===== src/rtl/cmd_addr_sequencer.sv =====
// Sequences one ONFI request (cmd0, 0-5 address bytes, optional cmd1) onto the
// command/address latch units, one handshaked byte at a time, then applies tWB.
module cmd_addr_sequencer #(
   parameter int T_WB        = 10,
   parameter int ACK_TIMEOUT = 15
) (
   input  logic        clk,
   input  logic        nreset,
   input  logic        start,
   input  logic [7:0]  cmd0,
   input  logic [39:0] addr,
   input  logic [2:0]  addr_cycles,
   input  logic        cmd1_en,
   input  logic [7:0]  cmd1,
   output logic        cmd_activate,
   output logic [15:0] cmd_data,
   input  logic        cmd_busy,
   output logic        addr_activate,
   output logic [15:0] addr_data,
   input  logic        addr_busy,
   output logic        busy,
   output logic        done,
   output logic        error
);

   localparam int CNT_MAX = (T_WB > ACK_TIMEOUT) ? T_WB : ACK_TIMEOUT;
   localparam int CNT_W   = $clog2(CNT_MAX + 2);
   localparam logic [CNT_W-1:0] TWB_LAST = CNT_W'(T_WB);
   localparam logic [CNT_W-1:0] ACK_LAST = CNT_W'(ACK_TIMEOUT - 1);
   localparam logic [CNT_W-1:0] CNT_ONE  = CNT_W'(1);

   typedef enum logic [2:0] {S_IDLE, S_ISSUE, S_ACK, S_DRAIN, S_TWB} state_t;
   typedef enum logic [1:0] {P_CMD0, P_ADDR, P_CMD1} phase_t;

   state_t           state_q, state_d;
   phase_t           phase_q, phase_d;
   logic [2:0]       idx_q, idx_d;
   logic [2:0]       naddr_q, naddr_d;
   logic [CNT_W-1:0] cnt_q, cnt_d;
   logic [7:0]       cmd0_q, cmd0_d;
   logic [7:0]       cmd1_q, cmd1_d;
   logic             cmd1_en_q, cmd1_en_d;
   logic [39:0]      addr_q, addr_d;

   logic             cmd_activate_q, cmd_activate_d;
   logic             addr_activate_q, addr_activate_d;
   logic [15:0]      cmd_data_q, cmd_data_d;
   logic [15:0]      addr_data_q, addr_data_d;
   logic             busy_q, busy_d;
   logic             done_q, done_d;
   logic             error_q, error_d;

   logic             sel_busy_s;
   logic             xfer_s;
   logic [7:0]       byte_s;

   function automatic logic [7:0] addr_byte(input logic [39:0] a, input logic [2:0] i);
      case (i)
         3'd0:    addr_byte = a[7:0];
         3'd1:    addr_byte = a[15:8];
         3'd2:    addr_byte = a[23:16];
         3'd3:    addr_byte = a[31:24];
         3'd4:    addr_byte = a[39:32];
         default: addr_byte = 8'h00;
      endcase
   endfunction

   assign sel_busy_s = (phase_q == P_ADDR) ? addr_busy : cmd_busy;

   // Next-state, request capture and next values of every registered output
   always_comb begin
      state_d   = state_q;
      phase_d   = phase_q;
      idx_d     = idx_q;
      naddr_d   = naddr_q;
      cnt_d     = cnt_q;
      cmd0_d    = cmd0_q;
      cmd1_d    = cmd1_q;
      cmd1_en_d = cmd1_en_q;
      addr_d    = addr_q;
      error_d   = 1'b0;

      case (state_q)
         S_IDLE: begin
            if (start) begin
               cmd0_d    = cmd0;
               cmd1_d    = cmd1;
               cmd1_en_d = cmd1_en;
               addr_d    = addr;
               naddr_d   = (addr_cycles > 3'd5) ? 3'd5 : addr_cycles;
               phase_d   = P_CMD0;
               idx_d     = 3'd0;
               cnt_d     = '0;
               state_d   = S_ISSUE;
            end else begin
               state_d   = S_IDLE;
            end
         end
         S_ISSUE: begin
            cnt_d   = '0;
            state_d = S_ACK;
         end
         S_ACK: begin
            if (sel_busy_s) begin
               state_d = S_DRAIN;
            end else if (cnt_q == ACK_LAST) begin
               error_d = 1'b1;
               state_d = S_IDLE;
            end else begin
               cnt_d   = cnt_q + CNT_ONE;
            end
         end
         S_DRAIN: begin
            if (sel_busy_s) begin
               state_d = S_DRAIN;
            end else if ((phase_q == P_CMD0) && (naddr_q != 3'd0)) begin
               phase_d = P_ADDR;
               idx_d   = 3'd0;
               state_d = S_ISSUE;
            end else if ((phase_q == P_ADDR) && ((idx_q + 3'd1) < naddr_q)) begin
               idx_d   = idx_q + 3'd1;
               state_d = S_ISSUE;
            end else if ((phase_q != P_CMD1) && cmd1_en_q) begin
               phase_d = P_CMD1;
               state_d = S_ISSUE;
            end else begin
               cnt_d   = '0;
               state_d = S_TWB;
            end
         end
         S_TWB: begin
            if (cnt_q == TWB_LAST) begin
               state_d = S_IDLE;
            end else begin
               cnt_d   = cnt_q + CNT_ONE;
            end
         end
         default: begin
            state_d = S_IDLE;
         end
      endcase

      // The data bus stays valid through the latch unit's whole active window
      xfer_s = (state_d == S_ISSUE) || (state_d == S_ACK) || (state_d == S_DRAIN);
      case (phase_d)
         P_CMD0:  byte_s = cmd0_d;
         P_ADDR:  byte_s = addr_byte(addr_d, idx_d);
         P_CMD1:  byte_s = cmd1_d;
         default: byte_s = 8'h00;
      endcase

      cmd_activate_d  = (state_d == S_ISSUE) && (phase_d != P_ADDR);
      addr_activate_d = (state_d == S_ISSUE) && (phase_d == P_ADDR);
      cmd_data_d      = (xfer_s && (phase_d != P_ADDR)) ? {8'h00, byte_s} : 16'h0000;
      addr_data_d     = (xfer_s && (phase_d == P_ADDR)) ? {8'h00, byte_s} : 16'h0000;
      busy_d          = (state_d != S_IDLE);
      done_d          = (state_d == S_TWB) && (cnt_d == TWB_LAST);
   end

   // State, captured request and output registers with synchronous reset
   always_ff @(posedge clk) begin
      if (!nreset) begin
         state_q         <= S_IDLE;
         phase_q         <= P_CMD0;
         idx_q           <= 3'd0;
         naddr_q         <= 3'd0;
         cnt_q           <= '0;
         cmd0_q          <= 8'h00;
         cmd1_q          <= 8'h00;
         cmd1_en_q       <= 1'b0;
         addr_q          <= 40'h0;
         cmd_activate_q  <= 1'b0;
         addr_activate_q <= 1'b0;
         cmd_data_q      <= 16'h0000;
         addr_data_q     <= 16'h0000;
         busy_q          <= 1'b0;
         done_q          <= 1'b0;
         error_q         <= 1'b0;
      end else begin
         state_q         <= state_d;
         phase_q         <= phase_d;
         idx_q           <= idx_d;
         naddr_q         <= naddr_d;
         cnt_q           <= cnt_d;
         cmd0_q          <= cmd0_d;
         cmd1_q          <= cmd1_d;
         cmd1_en_q       <= cmd1_en_d;
         addr_q          <= addr_d;
         cmd_activate_q  <= cmd_activate_d;
         addr_activate_q <= addr_activate_d;
         cmd_data_q      <= cmd_data_d;
         addr_data_q     <= addr_data_d;
         busy_q          <= busy_d;
         done_q          <= done_d;
         error_q         <= error_d;
      end
   end

   assign cmd_activate  = cmd_activate_q;
   assign addr_activate = addr_activate_q;
   assign cmd_data      = cmd_data_q;
   assign addr_data     = addr_data_q;
   assign busy          = busy_q;
   assign done          = done_q;
   assign error         = error_q;

endmodule


===== config.mk =====
export PLATFORM = sky130hd
export DESIGN_NAME = cmd_addr_sequencer
export DESIGN_NICKNAME = d
export VERILOG_FILES = /design/src/rtl/cmd_addr_sequencer.sv
export SDC_FILE = /design/constraint.sdc
export NUM_CORES = 1
export LEC_CHECK = 0
export ABC_AREA = 1
export BUFFER_PORTS_ARGS = -buffer_cell sky130_fd_sc_hd__buf_2
export CORE_ASPECT_RATIO = 0.6
export CORE_MARGIN = 5
export CORE_UTILIZATION = 49
export DETAILED_ROUTE_END_ITERATION = 8
export PLACE_DENSITY = 0.76
export SLEW_MARGIN = 30
export SYNTH_ARGS = -nofsm -noshare
export SYNTH_HDL_FRONTEND = slang
export SYNTH_SLANG_ARGS = --single-unit

===== constraint.sdc =====
create_clock -name clk -period 2.2 [get_ports clk]
set_input_delay 0.44 -clock clk [delete_from_list [all_inputs] [get_ports clk]]
set_output_delay 0.44 -clock clk [all_outputs]
set_load 0.01 [all_outputs]

# == Yosys cells after proc, flatten, opt, wreduce, memory -nomap -nowiden ==
# Index checks and enable logic that the tools add are counted.
# word_totals
ff_bits,110
latchBits,0
mem_bits_rw,0
mem_bits_ro,0
inputBits,65
out_inout_bits,37
wordCells,104
n_memories,0
# op_classes
addsub,2
n_mul,0
div_mod_pow,0
order_cmp,2
eq_ne,20
shift,0
mux,40
bitwise_logic,2
n_reduce_logical,20
# op_table
cell,n
two-way mux 40 bit,2
two-way mux 5 bit,8
case mux 8 bit (5 select lines),1
two-way mux 3 bit,12
two-way mux 8 bit,4
case mux 5 bit (5 select lines),1
case mux 8 bit (3 select lines),1
equality test 3 x 2 -> 1 bit (second input constant),6
equality test 5 x 4 -> 1 bit (second input constant),3
case mux 3 bit (5 select lines),1
two-way mux 2 bit,5
equality test 3 x 1 -> 1 bit (second input constant),3
equality test 3 bit (second input constant),3
logical AND 1 bit,8
zero test 3 bit,2
case mux 3 bit (2 select lines),1
AND reduction 2 bit,3
nonzero test 3 bit,2
adder 5 x 1 -> 5 bit (second input constant),1
equality test 2 x 1 -> 1 bit (second input constant),2
zero test 2 bit,2
case mux 2 bit (2 select lines),1
adder 3 x 1 -> 3 bit (second input constant),1
greater-than comparator 3 bit (second input constant),1
other kinds (8),12

# == Longest topological paths before layout ==
# depth
depth_word,12
depth_mapped,19

# == Worst setup path before layout ==
# OpenSTA, ideal clock, no wires.
# synth_timing
path_type,register to register
start,register idx_q[0]
end,register cmd_data_q[0] (netlist: cmd_data[0])
arrival_ns,2.238
slack_ns,-0.162
path_stages_with_launch,20
period_less_slack_ns,2.362
path_cell_list,dfxtp_1 -> ha_1 -> xnor2_1 -> inv_1 -> ha_1 -> nand2_1 -> inv_1 -> nor2_2 -> nand3_4 -> nand2_1 -> nand3_2 -> nand2_4 -> inv_2 -> buf_6 -> nand2_1 -> nor2_2 -> nand2_1 -> nand2_1 -> o21ai_1 -> a21oi_1
# synth_via
elab_chain_cells,12
# synth_lines
element,line,rtl
start: declaration,37,"logic [2:0] idx_q, idx_d;"
start signal: assignment,182,idx_q <= idx_d;
"parallel branches: the longest is 12 deep, another holds adder 3 x 1 -> 3 bit",n/a,
end signal: assignment,191,cmd_data_q <= cmd_data_d;
end: declaration,47,"logic [15:0] cmd_data_q, cmd_data_d;"
# Parallel ways; which one is timed is not known.
# A chain may end at the register's enable or synchronous reset.

# == Worst setup path after layout ==
# layout_timing
start,register idx_q[1]
end,register cmd_data_q[6] (netlist: cmd_data[6])
# The elaborated chain is that of the path after synthesis.

==> flow_summary.toml <==
[detailed_routing]
drtIter0Drc = 332
top_layer_used = "met4"
wl_mm = 13.64
wl_met1_mm = 6.310
met2_length_mm = 5.970
met3_length_mm = 1.132
viasPerCell = 5.360
drtAntennaViolNets = 0
wire_per_inst_um = 16.36
drc_errors = 0
dr.pass1.iters = 5
vias = 4470

[cts]
path_clk_slew_ps = 60
clk_latency_ps = 350
cts_root_buf = "clkbuf_16"
cts_buffers = 9
clock-sinks = 94
clock_path_buffers = 2
holdBufCountCts = 0
htree_levels = 3
cts_tree = "built"

[yosys]
netlist_top_cells_area = "dfxtp_1, nor2_1, inv_1"
ys_ff_latch = 94
ys_types = 36
avgSynthCellArea_sq_um = 7.538
post-synth-top-area-cell = "dfxtp_1"
syn_area_sq_mm = 0.004531
synth_cells = 601
synth_warnings = 0
synth_top_cell_area_share_pct = 41.54
ys_seq_area_share_pct = 41.54

[pwr]
power_density_mw_per_mm2 = 750.3
worst_ir_drop_vdd_v = 0.0005868
power_leakage_uw = 0.002968

[grt]
antenna_found_initial = 0
grt_pass1_wl_mm = 20.91
grt_pass1_vias = 4256
grt.total_usage_pct = 22.94
grt-ovfl-total = 0
grt_max_degree = 41

[sta]
slew_viol_final = 0
fin_crit_ps = 2493
worst_slack_ps = -293.4
max_freq_mhz = 401.1
setup_viol = 19
hold_violations = 0
finalClockSkew_ps = 10.78
worstMarginPinSlew_ps = 504.7
period_share_pct = 113.3
grt_setup_unrepaired = "yes"
setup_tns_ps = -4733
slew_headroom_pct = 65.39

[setup_path]
crit_path_end_kind = "flip-flop"
worst-path-buf-inv = 3
rr_worst_depth = 17
crit_family = "simple AND/OR/NAND/NOR gates"
ff2ff_setup_slack_ps = -290
path_cells = "ha_4 -> xnor2_2 -> inv_1 -> ha_4 -> nand2_4 -> inv_4 -> nor2_4 -> nand3_4 -> a21oi_4 -> nand2_4 -> nand2_8 -> nor2_4 -> buf_12 -> nand3_4 -> nand3_4 -> o21ai_4 -> a21oi_1"
arrival_ps = 2730
timing.rr.end = "cmd_data[6]"
crit_top_cell = "nand3_4"
cp_data_required_time_ps = 2430
cp_max_fo = 8
crit_type = "flip-flop to flip-flop"
r2r-start = "idx_q[1]"
slowest_stage = "dfxtp_2"
cp-start-kind = "flip-flop"
max_stage_delay_ps = 340

[worst_hold_path]
whs_path_depth = 3
min_path_type = "input pin to flip-flop"
hold_end = "cmd1_en_q"
hold_start = "cmd1_en"

[outcome]
failed_checks = "setup timing"
status = "finished, violations left"

[die]
die_h_um = 84.48
rows = 27
die_w_um = 134.1
initial_core_util_pct = 49.86
dieArea_sq_mm = 0.01133
ios = 102
core_sq_mm = 0.009087

[run]
cap_violations = 0

[cells_and_area]
fin_nets = 784
diodes = 0
final_common_cell = "dfxtp_1"
finish.utilization_pct = 67.81
final_cell_mix = "dfxtp_1, buf_2, nor2_1"
area_growth_pct = 36.01
drive_gt1_share_pct = 39.14

[place]
dp_hpwl_mm = 9.402
portBuffers = 85
globalplace.congestion = 0.9663
place_ws_ps = -401.4
## Yosys cell counts
master     instances
o2111ai_1          1
ha_1               5
mux2i_1           16
inv_2              7
a22o_1             1
buf_2              3
xnor2_1            1
o21ai_0           50
nor2_8             1
xor2_1             1
nor2_2             4
nand3_4            2
nand3_2            4
o21bai_1           5
a21oi_1           28
nor2_4             1
nand4_1           15
o22ai_1           11
o21ai_1           10
nand2_2            2
inv_1             72
nand3_1           37
buf_6              2
nand2_1           55
buf_1              1
nor3_1             5
nand2_4            4
nor2_1            81
a21oi_2            2
buf_4             17
conb_1             1
o211ai_1           1
or2_2             41
dfxtp_1           94
clkbuf_1          16
nand3b_1           4
## final cells by class
| type | instances | area (sq um) |
|---|---|---|
| Clock buffer | 10 | 229.0 |
| Tap cell | 116 | 145.1 |
| Inverter | 79 | 309.0 |
| Sequential cell | 94 | 1884 |
| Timing Repair Buffer | 125 | 792.0 |
| Clock inverter | 5 | 85.08 |
| Multi-Input combinational cell | 405 | 2718 |
| Fill cell | 731 | 2925 |
## per-stage QoR
stage	instance area [sq um]	hold slack, ps	total power, uW	std cells
6_report	6162	348.6	4623	834
5_1_grt	6162	346.3	4842	834
4_1_cts	5948	338.2	4554	834
3_5_place_dp	5239	482.4	2823	810
3_3_place_gp	5239	467.1	2794	810
2_1_floorplan	4657	441.9	2544	616
## logic make-up (layout without fill, tap and decap cells)
family / after synthesis / count (layout) / share of synthesized area, %
simple gates: 256 / 257 / 28.47
buf+inv: 118 / 219 / 11.60
compound gates: 109 / 109 / 13.01
flops: 94 / 94 / 41.54
mux: 16 / 16 / 3.535
fa+ha+maj: 5 / 5 / 1.381
xor+xnor: 2 / 2 / 0.3867
other cells: 1 / 16 / 0.08277
## worst min-delay path, stage by stage
cell and delay [ps]:
buf_2 100, nand2_1 60, a21oi_1 50
## metal layers
layer / global-route usage, % / up-vias
li1: - / 2146
met1: 32.83 / 2075
met2: 34.31 / 217
met3: 6.108 / 32
met4: 6.192 / 0
met5: 0 / -
## worst max-delay path by stage
stage,startpoint,end,cells past startpoint,slack [ps]
after floorplan,idx_q[0],cmd_data[7],17,-2
after global placement,idx_q[1],cmd_data[6],17,-310
after detailed placement,idx_q[1],cmd_data[0],17,-400
after CTS,idx_q[1],cmd_data[5],17,-250
after global routing,idx_q[1],cmd_data[3],17,-390
final,idx_q[1],cmd_data[6],17,-290
## power by group
part / internal, uW / switching [uW] / leakage [uW]
sequential: 1850 / 50.7 / 0.000773
clock: 994 / 666 / 0.000149
combinational: 420 / 640 / 0.00205
total: 3270 / 1360 / 0.00297
## repair_timing
item	CTS	global route
resized for setup	67	49
endpoints found under the setup margin	21	25
pin swaps	33	20
setup buffers	8	4
cloned	1	0
## flip-flops by register name, summed over array words and instances (netlist names)
| name | cells |
|---|---|
| cmd0_q | 8 |
| naddr_q | 3 |
| cnt_q | 5 |
| idx_q | 3 |
| cmd_activate | 1 |
| cmd1_en_q | 1 |
| cmd1_q | 8 |
| error | 1 |
| state_q | 3 |
| addr_activate | 1 |
| done | 1 |
| addr_q | 40 |
| phase_q | 2 |
| cmd_data | 8 |
| addr_data | 8 |
| busy | 1 |
(Power assumes the default switching activity.)
